[src/rtl/log_entry_fetch_ctrl.sv]
// Log entry fetch controller: reads one fixed-size log slot per entry and forwards
// only the beats that hold entry data into the write-header FIFO.
module log_entry_fetch_ctrl #(
    parameter int unsigned DATA_W          = 512,
    parameter int unsigned ADDR_W          = 32,
    parameter int unsigned IDX_W           = 16,
    parameter int unsigned LEN_W           = 16,
    parameter logic [ADDR_W-1:0] LOG_BASE_ADDR = '0,
    parameter int unsigned SLOT_BYTES_LOG2 = 10,
    parameter int unsigned LOG_SLOTS_LOG2  = 12
) (
    input  logic              clk,
    input  logic              rst,
    input  logic              req_val,
    input  logic [IDX_W-1:0]  req_start_idx,
    input  logic [IDX_W-1:0]  req_num_entries,
    output logic              req_rdy,
    output logic              mem_rd_req_val,
    output logic [ADDR_W-1:0] mem_rd_req_addr,
    output logic [ADDR_W-1:0] mem_rd_req_size,
    input  logic              mem_rd_req_rdy,
    input  logic              mem_rd_resp_val,
    input  logic [DATA_W-1:0] mem_rd_resp_data,
    input  logic              mem_rd_resp_last,
    output logic              mem_rd_resp_rdy,
    output logic              fifo_wr_val,
    output logic [DATA_W-1:0] fifo_wr_data,
    output logic              fifo_wr_last,
    output logic              fifo_wr_entry_last,
    input  logic              fifo_wr_rdy,
    output logic              busy,
    output logic              done
);

    localparam int unsigned BEAT_BYTES      = DATA_W / 8;
    localparam int unsigned BEAT_LOG2       = $clog2(BEAT_BYTES);
    localparam int unsigned SLOT_BEATS_LOG2 = SLOT_BYTES_LOG2 - BEAT_LOG2;
    localparam int unsigned SLOT_BEATS      = 1 << SLOT_BEATS_LOG2;
    localparam int unsigned CNT_W           = SLOT_BEATS_LOG2 + 1;
    localparam int unsigned SUM_W           = LEN_W + 1;

    typedef enum logic [2:0] {
        IDLE   = 3'd0,
        ISSUE  = 3'd1,
        DATA   = 3'd2,
        DRAIN  = 3'd3,
        FINISH = 3'd4
    } state_t;

    state_t            state;
    logic [IDX_W-1:0]  cur_idx;
    logic [IDX_W-1:0]  remaining;
    logic [CNT_W-1:0]  beat_cnt;
    logic [CNT_W-1:0]  need_q;

    logic [SUM_W-1:0]  len_sum;
    logic [SUM_W-1:0]  len_beats;
    logic [CNT_W-1:0]  need_len;
    logic [CNT_W-1:0]  need_cur;
    logic              last_cur;
    logic              in_data;
    logic              xfer;

    // Beats needed by the entry, from the length field carried in beat 0
    assign len_sum   = SUM_W'(mem_rd_resp_data[LEN_W-1:0]) + SUM_W'(BEAT_BYTES - 1);
    assign len_beats = len_sum >> BEAT_LOG2;
    assign need_len  = (len_beats == '0)                 ? CNT_W'(1) :
                       (len_beats > SUM_W'(SLOT_BEATS))  ? CNT_W'(SLOT_BEATS) :
                                                           CNT_W'(len_beats);

    // Beat 0 uses the freshly decoded length; later beats use the registered copy
    assign need_cur = (beat_cnt == '0) ? need_len : need_q;
    assign last_cur = (beat_cnt == CNT_W'(need_cur - CNT_W'(1))) | mem_rd_resp_last;

    // State-decoded control outputs
    assign req_rdy         = (state == IDLE);
    assign busy            = (state != IDLE);
    assign done            = (state == FINISH);
    assign mem_rd_req_val  = (state == ISSUE);
    assign mem_rd_req_addr = mem_rd_req_val
                           ? LOG_BASE_ADDR + (ADDR_W'(cur_idx[LOG_SLOTS_LOG2-1:0]) << SLOT_BYTES_LOG2)
                           : '0;
    assign mem_rd_req_size = mem_rd_req_val ? (ADDR_W'(1) << SLOT_BYTES_LOG2) : '0;

    // Data path is a straight pass-through from memory to FIFO while in DATA
    assign in_data            = (state == DATA);
    assign mem_rd_resp_rdy    = (in_data & fifo_wr_rdy) | (state == DRAIN);
    assign fifo_wr_val        = in_data & mem_rd_resp_val;
    assign fifo_wr_data       = fifo_wr_val ? mem_rd_resp_data : '0;
    assign fifo_wr_last       = fifo_wr_val & last_cur;
    assign fifo_wr_entry_last = fifo_wr_last & (remaining == IDX_W'(1));
    assign xfer               = fifo_wr_val & fifo_wr_rdy;

    // Request sequencing: one slot read outstanding at a time
    always_ff @(posedge clk) begin
        if (rst) begin
            state     <= IDLE;
            cur_idx   <= '0;
            remaining <= '0;
            beat_cnt  <= '0;
            need_q    <= '0;
        end else begin
            case (state)
                IDLE: begin
                    if (req_val) begin
                        cur_idx   <= req_start_idx;
                        remaining <= req_num_entries;
                        state     <= (req_num_entries == '0) ? FINISH : ISSUE;
                    end
                end
                ISSUE: begin
                    if (mem_rd_req_rdy) begin
                        beat_cnt <= '0;
                        state    <= DATA;
                    end
                end
                DATA: begin
                    if (xfer) begin
                        beat_cnt <= CNT_W'(beat_cnt + CNT_W'(1));
                        if (beat_cnt == '0) begin
                            need_q <= need_len;
                        end
                        if (last_cur) begin
                            remaining <= IDX_W'(remaining - IDX_W'(1));
                            cur_idx   <= IDX_W'(cur_idx + IDX_W'(1));
                            if (mem_rd_resp_last) begin
                                state <= (remaining == IDX_W'(1)) ? FINISH : ISSUE;
                            end else begin
                                state <= DRAIN;
                            end
                        end
                    end
                end
                DRAIN: begin
                    if (mem_rd_resp_val && mem_rd_resp_last) begin
                        state <= (remaining == '0) ? FINISH : ISSUE;
                    end
                end
                FINISH: begin
                    state <= IDLE;
                end
                default: begin
                    state <= IDLE;
                end
            endcase
        end
    end

endmodule

[config.mk]
export PLATFORM = sky130hd
export DESIGN_NAME = log_entry_fetch_ctrl
export DESIGN_NICKNAME = d
export VERILOG_FILES = /design/src/rtl/log_entry_fetch_ctrl.sv
export SDC_FILE = /design/constraint.sdc
export NUM_CORES = 1
export LEC_CHECK = 0
export CORE_AREA = 3 3 447 449
export DETAILED_ROUTE_END_ITERATION = 8
export DIE_AREA = 0 0 450 452
export GPL_TIMING_DRIVEN = 0
export MAX_ROUTING_LAYER = met4
export PLACE_DENSITY_LB_ADDON = 0.1
export SLEW_MARGIN = 30
export SYNTH_ARGS = -nofsm -noshare
export SYNTH_HDL_FRONTEND = slang
export SYNTH_SLANG_ARGS = --single-unit
[constraint.sdc]
create_clock -name clk -period 22.6 [get_ports clk]
set_clock_uncertainty 0.1 [all_clocks]
set_input_delay 6.78 -clock clk [delete_from_list [all_inputs] [get_ports clk]]
set_output_delay 6.78 -clock clk [all_outputs]
set_load 0.05 [all_outputs]
---- Word-level counts from Yosys, hierarchy flattened ----
Index checks and enable logic that the tools add are counted.
storage, ports and cells
  word-level logic and storage cells ...... 69
  input bits .............................. 551
  flip-flop bits (word level) ............. 45
operators by class
  muxes and demuxes ....................... 27
  $add $sub $neg .......................... 5
  order comparisons ....................... 1
  bitwise gates (word level) .............. 7
  reduce and logical (&&, ||, !) cells .... 13
  eq/ne operators ......................... 11
operators by type and width
  cell                                                   number
  2-to-1 mux 512 bit                                     1
  2-to-1 mux 16 bit                                      6
  one-hot mux 16 bit (2 select lines)                    2
  logical NOT 16 bit                                     2
  2-to-1 mux 3 bit                                       9
  2-to-1 mux 5 bit                                       5
  2-to-1 mux 22 bit                                      1
  adder 16 x 6 -> 17 bit, second input constant          1
  logical NOT 17 bit                                     1
  adder 16 x 1 -> 16 bit, second input constant          1
  equality test 16 x 1 -> 1 bit, second input constant   1
  subtractor 16 x 1 -> 16 bit, second input constant     1
  one-hot mux 3 bit (4 select lines)                     1
  > comparator 11 x 5 -> 1 bit, second input constant    1
  2-to-1 mux 11 bit                                      1
  one-hot mux 5 bit (2 select lines)                     1
  equality test 3 x 2 -> 1 bit, second input constant    2
  inequality test 2 x 1 -> 1 bit, second input constant  3
  adder 5 x 1 -> 5 bit, second input constant            1
  AND 1 bit                                              5
  equality test 5 bit                                    1
  logical NOT 5 bit                                      1
  AND reduction 5 bit                                    1
  subtractor 5 x 1 -> 5 bit, second input constant       1
  other kinds (11)                                       14

---- Logic depth before layout (Yosys ltp) ----
  word-level depth ........................ 11
  mapped depth ............................ 19
  depth with buffers taken out ............ 15

---- Worst setup path after synthesis ----
No wires, ideal clock.
  kind .................................... input to output
  start point ............................. input mem_rd_resp_data[5]
  end point ............................... output fifo_wr_entry_last
  buffers on the path ..................... 3
  required time ........................... 15.720 ns
  cell stages on the path ................. 16
  path slack .............................. 4.944 ns
  arrival ................................. 10.776 ns
  cell sequence ........................... or4_1 buf_2 nor4_1 and3b_1 buf_2 a22oi_1 ha_1 xor2_1 nand2b_1 a21oi_1 a41oi_1 a2111oi_4 a21oi_1 buf_2 nor2b_1 and3_1
on the way
  word-level cells in the longest chain between the ends .. 10
  elaborated cells between the ends (all ways) .. 11
ends and longest elaborated chain
  item                          line  source
  start, declared               23    input logic [DATA_W-1:0] mem_rd_resp_data,
  adder 16 x 6 -> 17 bit *      65    assign len_sum = SUM_W'(mem_rd_resp_data[LEN_W-1:0]) + SUM_W'(BEAT_BYTES - 1);
  > comparator 11 x 5 -> 1 bit  68    (len_beats > SUM_W'(SLOT_BEATS)) ? CNT_W'(SLOT_BEATS) :
  2-to-1 mux 5 bit              68
  2-to-1 mux 5 bit *            67    assign need_len = (len_beats == '0) ? CNT_W'(1) :
  2-to-1 mux 5 bit *            -
  subtractor 5 x 1 -> 5 bit *   73    assign last_cur = (beat_cnt == CNT_W'(need_cur - CNT_W'(1))) | mem_rd_resp_last;
  equality test 5 bit *         73
  OR 1 bit *                    73
  AND 1 bit *                   90    assign fifo_wr_last = fifo_wr_val & last_cur;
  named net fifo_wr_last        28    output logic fifo_wr_last,
  AND 1 bit *                   91    assign fifo_wr_entry_last = fifo_wr_last & (remaining == IDX_W'(1));
  end, declared                 29    output logic fifo_wr_entry_last,
Mark *: on every way through the listed nets, which the timed path passes. The rest lies on a longest branch.

---- Worst setup path after layout ----
  start point ............................. input mem_rd_resp_data[5]
  end point ............................... output fifo_wr_entry_last
on the way
  word-level cells in the longest chain between the ends .. 10
  elaborated cells between the ends (all ways) .. 11
ends and longest elaborated chain
  item                          line
  adder 16 x 6 -> 17 bit *      65
  > comparator 11 x 5 -> 1 bit  68
  2-to-1 mux 5 bit              68
  2-to-1 mux 5 bit *            67
  2-to-1 mux 5 bit *            -
  subtractor 5 x 1 -> 5 bit *   73
  equality test 5 bit *         73
  OR 1 bit *                    73
  AND 1 bit *                   90
  AND 1 bit *                   91
Every way passes the cells marked *; elsewhere a longest branch is shown, timed or not.

==> results.md <==
- Status: complete, no violations
- Final core utilization: 10.92%
- Starting DRC count in detailed routing: 772
- GR Util All Layers: 14.10%
- Routability cong.: 0.8290
- Die W: 450 um
- Pins over their slew limit: 0
- Worst vdd ir: 0.02715 mV
- Die area: 203400 um2
- Max_slew headroom: 37.64%
- Area delta synth->final: 208.3%
- Final hold vios: 0
- First-pass GRT wire length: 177700 um
- Routed len/inst: 30.20 um
- Crit Path Max Fanout: 10
- Via Count: 13090
- Clock Sink Count: 41
- Worst Path Arrival: 12.01 ns
- Post-synthesis sequential area ratio: 11.79%
- Num rows: 163
- H-tree Lvls: 2
- DRT Pass-1 Iters: 5
- Critical path class: input port to output pin
- Detailed Place HPWL: 135800 um
- Tightest Hold Check Type: flip-flop to flip-flop
- Crit path time final: 18.89 ns
- Vias/cell: 2.690
- Synth Warn #: 0
- Leak: 8.738 nW
- Placed cell count: 4821
- Io pins: 1135
- Synth async-reset ratio: 0%
- Synth top area share: 46.18%
- Endpoint class of the critical path: output pin
- Fin Hold WS: 0.3737 ns
- Commonest cells post-synth: and3_1, clkbuf_1, buf_4
- Largest net degree at the start of global routing: 15
- Starting density of the core: 3.542%
- Post-route ant nets: 0
- IO buf count: 1077
- Clock-pin slew on the worst setup and hold paths: 0.07 ns
- CTS Buf Count: 5
- CTS root buf: clkbuf_16
- Worst setup SP type: input port
- Core Area: 196600 um2
- CTS tree: yes
- Syn Area/Cell: 6.619 um2
- Drt drc: 0
- Post-CTS Setup Bufs: 0
- Clk_lat worst skew: 0.31 ns
- Layout cells sized above 1: 5.299%
- Area contributors post-synth: and3_1, dfxtp_1, clkbuf_1, buf_4, a21oi_1
- Die H: 452 um
- Grt ovf: 0
- Post-synth EDFFs: 0
- Final Net Count: 2745
- Power Dens Cells: 65.99 nW/um2
- Initial antenna violation count: 130
- Hold-fix buffers, CTS: 0
- Synthesized flop and latch total: 41
- Max cap viols: 0
- CP Data Required Time: 15.72 ns
- Clock Path Buffers: 2
- Slew @ Worst Pin: 0.9324 ns
- Number of global-route vias before repair: 13230
- Synth Flop Type: dfxtp_1
- Period utilization: 83.60%
- Synth Instances: 1052
- RSZ-0062 raised after global routing: no
- Synth cell types: 57
- Synth area leader: and3_1
- Post-cts gate resize count: 0
- Fillers: 23110
- Routed WL: 147000 um
- Max Freq: 52.93 MHz
- Setup TNS Final: 0 ns
- Mapped Area: 6963 um2
- Final cell count without fillers: 4868
- Final setup vio count: 0
- Dominant cell by count in the synthesized netlist: and3_1
==> worst max-delay path, stage by stage <==
cell and delay [ns]:
clkdlybuf4s50_1 0.53, or4_1 0.67, buf_2 0.23, nor4_1 0.21, and3b_1 0.20, buf_2 0.17
a22oi_1 0.27, ha_1 0.30, xor2_1 0.21, nand2b_1 0.08, a21oi_1 0.15, a41oi_1 0.10
a2111oi_4 0.41, a21oi_1 0.14, buf_2 0.22, nor2b_1 0.24, and3_1 0.26, clkdlybuf4s50_1 0.83
==> area by class of cell <==
cell class	count	area (um2)	area share (%)
buffer	194	958.4	4.464
inverter	15	56.30	0.2623
multi-input combinational	852	5336	24.86
clock buffer	5	125.1	0.5828
tap	2640	3303	15.39
antenna	39	97.59	0.4546
sequential	41	820.8	3.823
clock inverter	3	46.29	0.2156
timing repair buffer	1079	10720	49.95
==> final timing paths <==
path | startpoint | endpoint | slack [ns] | depth (start not counted)
max | mem_rd_resp_data[5] | fifo_wr_entry_last | 3.71 | 18
min reg2reg | remaining[10] | remaining[10] | 0.37 | 2
min | remaining[10] | remaining[10] | 0.37 | 2
max reg2reg | beat_cnt[0] | remaining[11] | 17.68 | 18
==> logic make-up after synthesis <==
family | synth area share (%)
buffers and inverters | 14.45
other | 0.05386
xor gates and xnor gates | 1.384
muxes | 0.4492
AOI/OAI and AO/OA | 13.55
DFF | 11.79
adders and majority gates | 1.078
and+or+nand+nor | 57.25
==> stage by stage <==
step	power [mW]	area, um2	setup slack [ns]
floorplan	0.7710	7151	4.944
detailed placement	1.353	21190	3.718
finish	1.417	21470	3.707
global route	1.490	21450	3.304
CTS	1.452	21370	3.702
global placement	1.364	21230	3.626
==> flip-flops by register name (all words and copies together) (netlist names) <==
name,flops
beat_cnt,5
cur_idx,12
need_q,5
remaining,16
state,3
==> per-layer routing <==
layer / wire (um) / track usage [%] / share of wire [%] / vias up
met2: 88530 / 29.82 / 60 / 635
li1: - / - / - / 6095
met5: 0 / - / 0 / -
met4: 1674 / 0.9196 / 1.1 / 0
met3: 8873 / 3.451 / 6.0 / 173
met1: 47920 / 12.94 / 33 / 6191
==> cells in the final DEF (no fill, tap or decap), types with 7 or more instances in the layout <==
cell type,n
a21oi_1,33
and2_1,14
and3_1,514
buf_2,18
buf_4,53
clkbuf_1,129
clkbuf_2,7
clkdlybuf4s50_1,1062
conb_1,51
dfxtp_1,41
diode_2,39
inv_1,15
nand2_1,21
nand2b_1,9
nand3_1,9
nor2_1,25
nor3_1,20
nor4_1,13
o211ai_1,15
o21ai_0,10
o31ai_1,10
o31ai_2,12
or3_1,9
==> power breakdown <==
group          internal (mW)  total (mW)  switching [mW]
clock network         0.0525      0.0903          0.0378
registers             0.0885       0.105          0.0164
logic                  0.377        1.22           0.845
total                  0.518        1.42           0.899
Note: power is estimated with default switching activity, not from simulation.
